===== src/rtl/async_queue_pkg.sv =====
// Shared definitions for the clock-domain-crossing queue: Gray encoding, full-mask
// derivation and the payload layout agreed with the dequeue-side sink.
package async_queue_pkg;

  localparam int ASYNC_QUEUE_WIDTH = 43;

  // Payload field positions (msb/lsb), common to source and sink.
  localparam int PL_OPCODE_MSB  = 42;
  localparam int PL_OPCODE_LSB  = 40;
  localparam int PL_PARAM_MSB   = 39;
  localparam int PL_PARAM_LSB   = 38;
  localparam int PL_SIZE_MSB    = 37;
  localparam int PL_SIZE_LSB    = 36;
  localparam int PL_SOURCE_BIT  = 35;
  localparam int PL_CORRUPT_BIT = 34;
  localparam int PL_DENIED_BIT  = 33;
  localparam int PL_DATA_MSB    = 32;
  localparam int PL_DATA_LSB    = 1;
  localparam int PL_LAST_BIT    = 0;

  function automatic logic [31:0] gray_enc(input logic [31:0] x);
    return x ^ (x >> 1);
  endfunction

  // Gray pattern that distinguishes "full" from "empty" for a 2*depth pointer space.
  function automatic int full_mask(input int depth);
    return depth | (depth >> 1);
  endfunction

endpackage


===== src/rtl/async_queue_source_sync_reg_vec.sv =====
// Multi-flop synchronizer for a vector arriving from the sink clock domain.
module sync_reg_vec #(
  parameter int W      = 1,
  parameter int STAGES = 3
) (
  input  logic         clk_i,
  input  logic         rst_i,
  input  logic [W-1:0] d_i,
  output logic [W-1:0] q_o
);

  logic [W-1:0] stage_q [STAGES];

  always_ff @(posedge clk_i) begin
    if (rst_i) begin
      for (int i = 0; i < STAGES; i++) stage_q[i] <= '0;
    end else begin
      stage_q[0] <= d_i;
      for (int i = 1; i < STAGES; i++) stage_q[i] <= stage_q[i-1];
    end
  end

  assign q_o = stage_q[STAGES-1];

endmodule


===== src/rtl/async_queue_source.sv =====
// Enqueue side of the clock-domain-crossing queue: writes payloads into a register
// memory read by the sink and publishes a Gray-coded write pointer.
module async_queue_source
  import async_queue_pkg::*;
#(
  parameter int WIDTH     = ASYNC_QUEUE_WIDTH,
  parameter int LOG_DEPTH = 0,
  parameter int SYNC      = 3
) (
  input  logic                            clock,
  input  logic                            reset,
  input  logic                            enq_valid,
  output logic                            enq_ready,
  input  logic [WIDTH-1:0]                enq_bits,
  output logic [(1<<LOG_DEPTH)*WIDTH-1:0] mem,
  output logic [LOG_DEPTH:0]              widx,
  input  logic [LOG_DEPTH:0]              ridx,
  input  logic                            sink_alive,
  output logic                            source_alive
);

  localparam int DEPTH = 1 << LOG_DEPTH;
  localparam int PW    = LOG_DEPTH + 1;
  localparam logic [PW-1:0] FULL_MASK = PW'(full_mask(DEPTH));
  localparam logic [PW-1:0] IDX_MASK  = PW'(DEPTH - 1);

  // Handshake: a transfer happens on a cycle where enq_valid and enq_ready are both 1;
  // enq_ready depends only on registered state, never on enq_valid.

  logic [PW-1:0]          ridx_s;
  logic                   alive_s;
  logic [PW-1:0]          wbin_q, wbin_d, wbin_inc;
  logic [PW-1:0]          widx_q, widx_d;
  logic [DEPTH*WIDTH-1:0] mem_q, mem_d;
  logic                   source_alive_q;
  logic                   full;
  logic                   fire;

  sync_reg_vec #(.W(PW), .STAGES(SYNC)) u_ridx_sync (
    .clk_i (clock),
    .rst_i (reset),
    .d_i   (ridx),
    .q_o   (ridx_s)
  );

  sync_reg_vec #(.W(1), .STAGES(SYNC)) u_alive_sync (
    .clk_i (clock),
    .rst_i (reset),
    .d_i   (sink_alive),
    .q_o   (alive_s)
  );

  assign full      = (widx_q == (ridx_s ^ FULL_MASK));
  assign enq_ready = alive_s & ~full;
  assign fire      = enq_valid & enq_ready;
  assign wbin_inc  = wbin_q + PW'(1);

  always_comb begin
    wbin_d = wbin_q;
    widx_d = widx_q;
    mem_d  = mem_q;
    if (!alive_s) begin
      // Sink is in reset: rewind so both sides restart from an empty queue.
      wbin_d = '0;
      widx_d = '0;
    end else if (fire) begin
      wbin_d = wbin_inc;
      widx_d = PW'(gray_enc(32'(wbin_inc)));
      for (int i = 0; i < DEPTH; i++) begin
        if ((wbin_q & IDX_MASK) == PW'(i)) mem_d[i*WIDTH +: WIDTH] = enq_bits;
      end
    end
  end

  always_ff @(posedge clock) begin
    if (reset) begin
      wbin_q         <= '0;
      widx_q         <= '0;
      mem_q          <= '0;
      source_alive_q <= 1'b0;
    end else begin
      wbin_q         <= wbin_d;
      widx_q         <= widx_d;
      mem_q          <= mem_d;
      source_alive_q <= 1'b1;
    end
  end

  assign widx         = widx_q;
  assign mem          = mem_q;
  assign source_alive = source_alive_q;

endmodule


===== config.mk =====
export PLATFORM = sky130hd
export DESIGN_NAME = async_queue_source
export DESIGN_NICKNAME = d
export VERILOG_FILES = /design/src/rtl/async_queue_pkg.sv /design/src/rtl/async_queue_source_sync_reg_vec.sv /design/src/rtl/async_queue_source.sv
export SDC_FILE = /design/constraint.sdc
export NUM_CORES = 1
export LEC_CHECK = 0
export ABC_AREA = 1
export BUFFER_PORTS_ARGS = -buffer_cell sky130_fd_sc_hd__buf_2
export CORE_MARGIN = 2
export CORE_UTILIZATION = 40
export CTS_BUF_LIST = sky130_fd_sc_hd__clkbuf_16
export CTS_CLUSTER_DIAMETER = 40
export CTS_CLUSTER_SIZE = 20
export DETAILED_ROUTE_END_ITERATION = 8
export PLACE_DENSITY = 0.8
export SYNTH_ARGS = -nofsm -noshare
export SYNTH_HDL_FRONTEND = slang
export SYNTH_HIERARCHICAL = 1
export SYNTH_SLANG_ARGS = --single-unit

===== constraint.sdc =====
create_clock -name clock -period 2.7 [get_ports clock]
set_input_delay 0.27 -clock clock [delete_from_list [all_inputs] [get_ports clock]]
set_output_delay 0.27 -clock clock [all_outputs]
set_load 0.005 [all_outputs]

==> flow_summary_export.csv <==
group,metric,value,unit
worst_setup_path,crit_fanout,27,
sta,rsz0062_at_grt,"no",
flow_run,max_cap_violations,0,
power,power_density,536,nW/um^2
power,power_frac_comb,0.092,
worst_hold_path,min_path_type,"in2reg",
floorplan,rows,26,
synthesis,syn_avg_cell_area,6.93,um^2
synthesis,synth_nets,362,
route,wl_per_cell,11.2,um
worst_setup_path,crit_end,"mem[6]$_SDFFE_PP0P_",
floorplan,die_y,77.8,um
synthesis,synth.top_cell.area_share,0.469,
finish,final_area,2790,um^2
power,intPower,1.16,mW
floorplan,coreArea,5170,um^2
power,p_seq_frac,0.522,
finish,layout-drive-gt1-share,0.280,
floorplan,start_util,0.421,
sta,period_minus_slack,1.69,ns
power,swShare,0.220,
worst_setup_path,startpoint,"widx$_SDFFE_PP0P_",
synthesis,synth_area_leaders,"dfxtp_1 (47%), nor2_1 (16%), nand4_1 (13%)",
cts,cts.sinks,51,
cts,ctsHoldBuffers,0,
route,drc,0,
sta,fin_crit_sh,0.626,
cts,ctsResizeCount,0,
placed_design,port_buffers,93,
cts,htree_levels,2,
worst_setup_path,path_common_cell,"nor2_1",
worst_setup_path,cp-end-kind,"flip-flop",
grt,grt_use_total,0.176,
route,antenna_left,0,
sta,fin_worst_skew,0.00236,ns
floorplan,dieArea,6050,um^2
grt,grt_pass1_vias,2016,
grt,antenna_found_initial,0,
finish,layout.nets,445,
synthesis,ys_seq_area_frac,0.469,
cts,clk_latency,0.28,ns
worst_setup_path,start_kind,"flip-flop",
cts,cts_tree,"yes",
power,power_frac_clock,0.386,
worst_setup_path,critical_path_class,"reg2reg",
finish,area_delta_synth_final,28.1,%
worst_setup_path,worstSetupPathDepth,7,
cts,clockBufferDepth,2,
worst_setup_path,cpMaxStageDelayCell,"dfxtp_1",
run_status,status,"completed",
sta,maxSlewHeadroom,0.496,
cts,cts.reportedPaths.clkPinSlew,0.06,ns
worst_setup_path,max_stage_delay,0.40,ns
route,num_vias,2151,
worst_setup_path,worstPathRequired,2.92,ns
synthesis,synth_largest_area_cell,"dfxtp_1",
grt,grt_max_degree,46,
worst_setup_path,reg2reg_depth,7,
power,leakage,1.51,nW
placed_design,place_congestion,0.769,
grt,gr-total-overflow,0,
synthesis,syn-cell-area,2180,um^2
grt,grt_pass1_wl,8.69,mm
route,via_per_inst,4.61,
sta,hold_viol_final,0,
worst_setup_path,path_delay_family,"simple AND/OR/NAND/NOR gates",
route,first_iter_violations,78,
cts,postCtsSetupBuffers,0,
route,firstDrtPassIters,4,
worst_setup_path,rrSetupSlack,1.01,ns
cts,clockRootBuffer,"clkbuf_16",
power,peakVddDrop,0.250,mV
floorplan,ios,94,
placed_design,place_area,2650,um^2
cts,cts_buffers,5,
synthesis,postSynthCellCount,314,
sta,final.setup.tns,0,ns
sta,slew_viol_final,0,
worst_setup_path,cp.arrival,1.91,ns
placed_design,hpwl,3.49,mm
worst_setup_path,cp_cell_sequence,"inv_1 > nand2_1 > nand3_2 > nor2_4 > buf_4 > nor2_1 > nor2_1",
sta,setup-violations-final,0,
synthesis,synth_warnings,6,
worst_setup_path,cp_num_buf_inv,2,
synthesis,synth_cell_types,15,
floorplan,chipWidth,77.8,um
sta,worst_slew_pin_slew,0.754,ns
sta,fmax,0.591,GHz
finish,fillers,519,
route,wirelength,5.21,mm
finish,antenna_cells,0,
power,switching_power,0.329,mW
synthesis,ys_ff_latch,51,
power,total_power,1.49,mW
worst_setup_path,r2r_end,"mem[6]$_SDFFE_PP0P_",
worst_setup_path,reg2reg_from,"widx$_SDFFE_PP0P_",
## cells by family (layout without fill, tap and decap cells)
family          Yosys count  in the layout  synth area share
simple gates            186            186             0.380
compound gates            1              1           0.00403
flops                    51             51             0.469
buf+inv                  76            159             0.147
## state kept, by name, indices dropped and copies added (netlist names)
name                  cells
mem                      43
source_alive              1
u_alive_sync/stage_q      3
u_ridx_sync/stage_q       3
widx                      1
## cell type report
class | count | area, um^2 | share of cell area
Sequential cell | 51 | 1020 | 0.366
Multi-Input combinational cell | 187 | 842 | 0.302
Timing Repair Buffer | 97 | 495 | 0.178
Inverter | 55 | 206 | 0.0741
Clock buffer | 5 | 125 | 0.0449
Tap cell | 70 | 87.6 | 0.0314
Clock inverter | 2 | 8.76 | 0.00314
## power by group through the flow
stage | logic, mW | clock network (mW) | registers, mW
4_1_cts | 0.138 | 0.599 | 0.779
6_report | 0.137 | 0.577 | 0.780
3_5_place_dp | 0.138 | 0 | 0.796
2_1_floorplan | 0.0752 | 0 | 0.797
5_1_grt | 0.156 | 0.623 | 0.781
3_3_place_gp | 0.135 | 0 | 0.796
## cells in the mapped netlist
cell      count
nor2_1       94
dfxtp_1      51
inv_1        51
nand2_1      44
nand4_1      44
buf_1         7
clkbuf_1      6
buf_2         4
buf_6         4
inv_2         4
a21oi_2       1
nand2_2       1
nand3_1       1
nand3_2       1
nor2_4        1
## worst min-delay path by stage
stage                                                       end  cells past startpoint                                   from
after floorplan           u_alive_sync/stage_q[0][0]$_SDFF_PP0_                      1                                  reset
after global placement    u_alive_sync/stage_q[0][2]$_SDFF_PP0_                      2  u_alive_sync/stage_q[0][1]$_SDFF_PP0_
after detailed placement   u_ridx_sync/stage_q[0][1]$_SDFF_PP0_                      2   u_ridx_sync/stage_q[0][0]$_SDFF_PP0_
after CTS                 u_alive_sync/stage_q[0][0]$_SDFF_PP0_                      3                             sink_alive
after global routing      u_alive_sync/stage_q[0][0]$_SDFF_PP0_                      3                             sink_alive
final                     u_alive_sync/stage_q[0][0]$_SDFF_PP0_                      3                             sink_alive
## stage by stage
step	instances	hold slack, ns	utilization	setup slack (ns)
detailed placement	460	0.392	0.513	1.02
finish	467	0.190	0.539	1.01
global placement	460	0.392	0.513	1.10
global route	467	0.197	0.539	0.828
CTS	467	0.185	0.539	0.997
floorplan	314	0.341	-	1.52
## per-layer routing
| metal | track usage | part of all wire | vias up |
|---|---|---|---|
| li1 | - | - | 1126 |
| met1 | 0.196 | 0.43 | 960 |
| met2 | 0.326 | 0.50 | 60 |
| met3 | 0.0395 | 0.064 | 5 |
| met4 | 0.0589 | 0.010 | 0 |
| met5 | 0 | 0 | - |
## tightest hold or removal path, cell delays in order
cell and delay (ns):
buf_2 0.07, inv_1 0.03, nor2_1 0.06
## layout by cell type (no fill, tap or decap)
cell type,Yosys,routed
nand2_1,44,44
nor2_1,94,94
nand4_1,44,44
buf_4,0,4
clkinv_2,0,1
inv_1,51,51
nand2_2,1,1
dfxtp_1,51,51
inv_2,4,4
buf_2,4,93
clkbuf_16,0,5
clkinv_1,0,1
nand3_2,1,1
a21oi_4,0,1
nor2_4,1,1
nand3_1,1,1
Power figures use the tool's default switching activity.
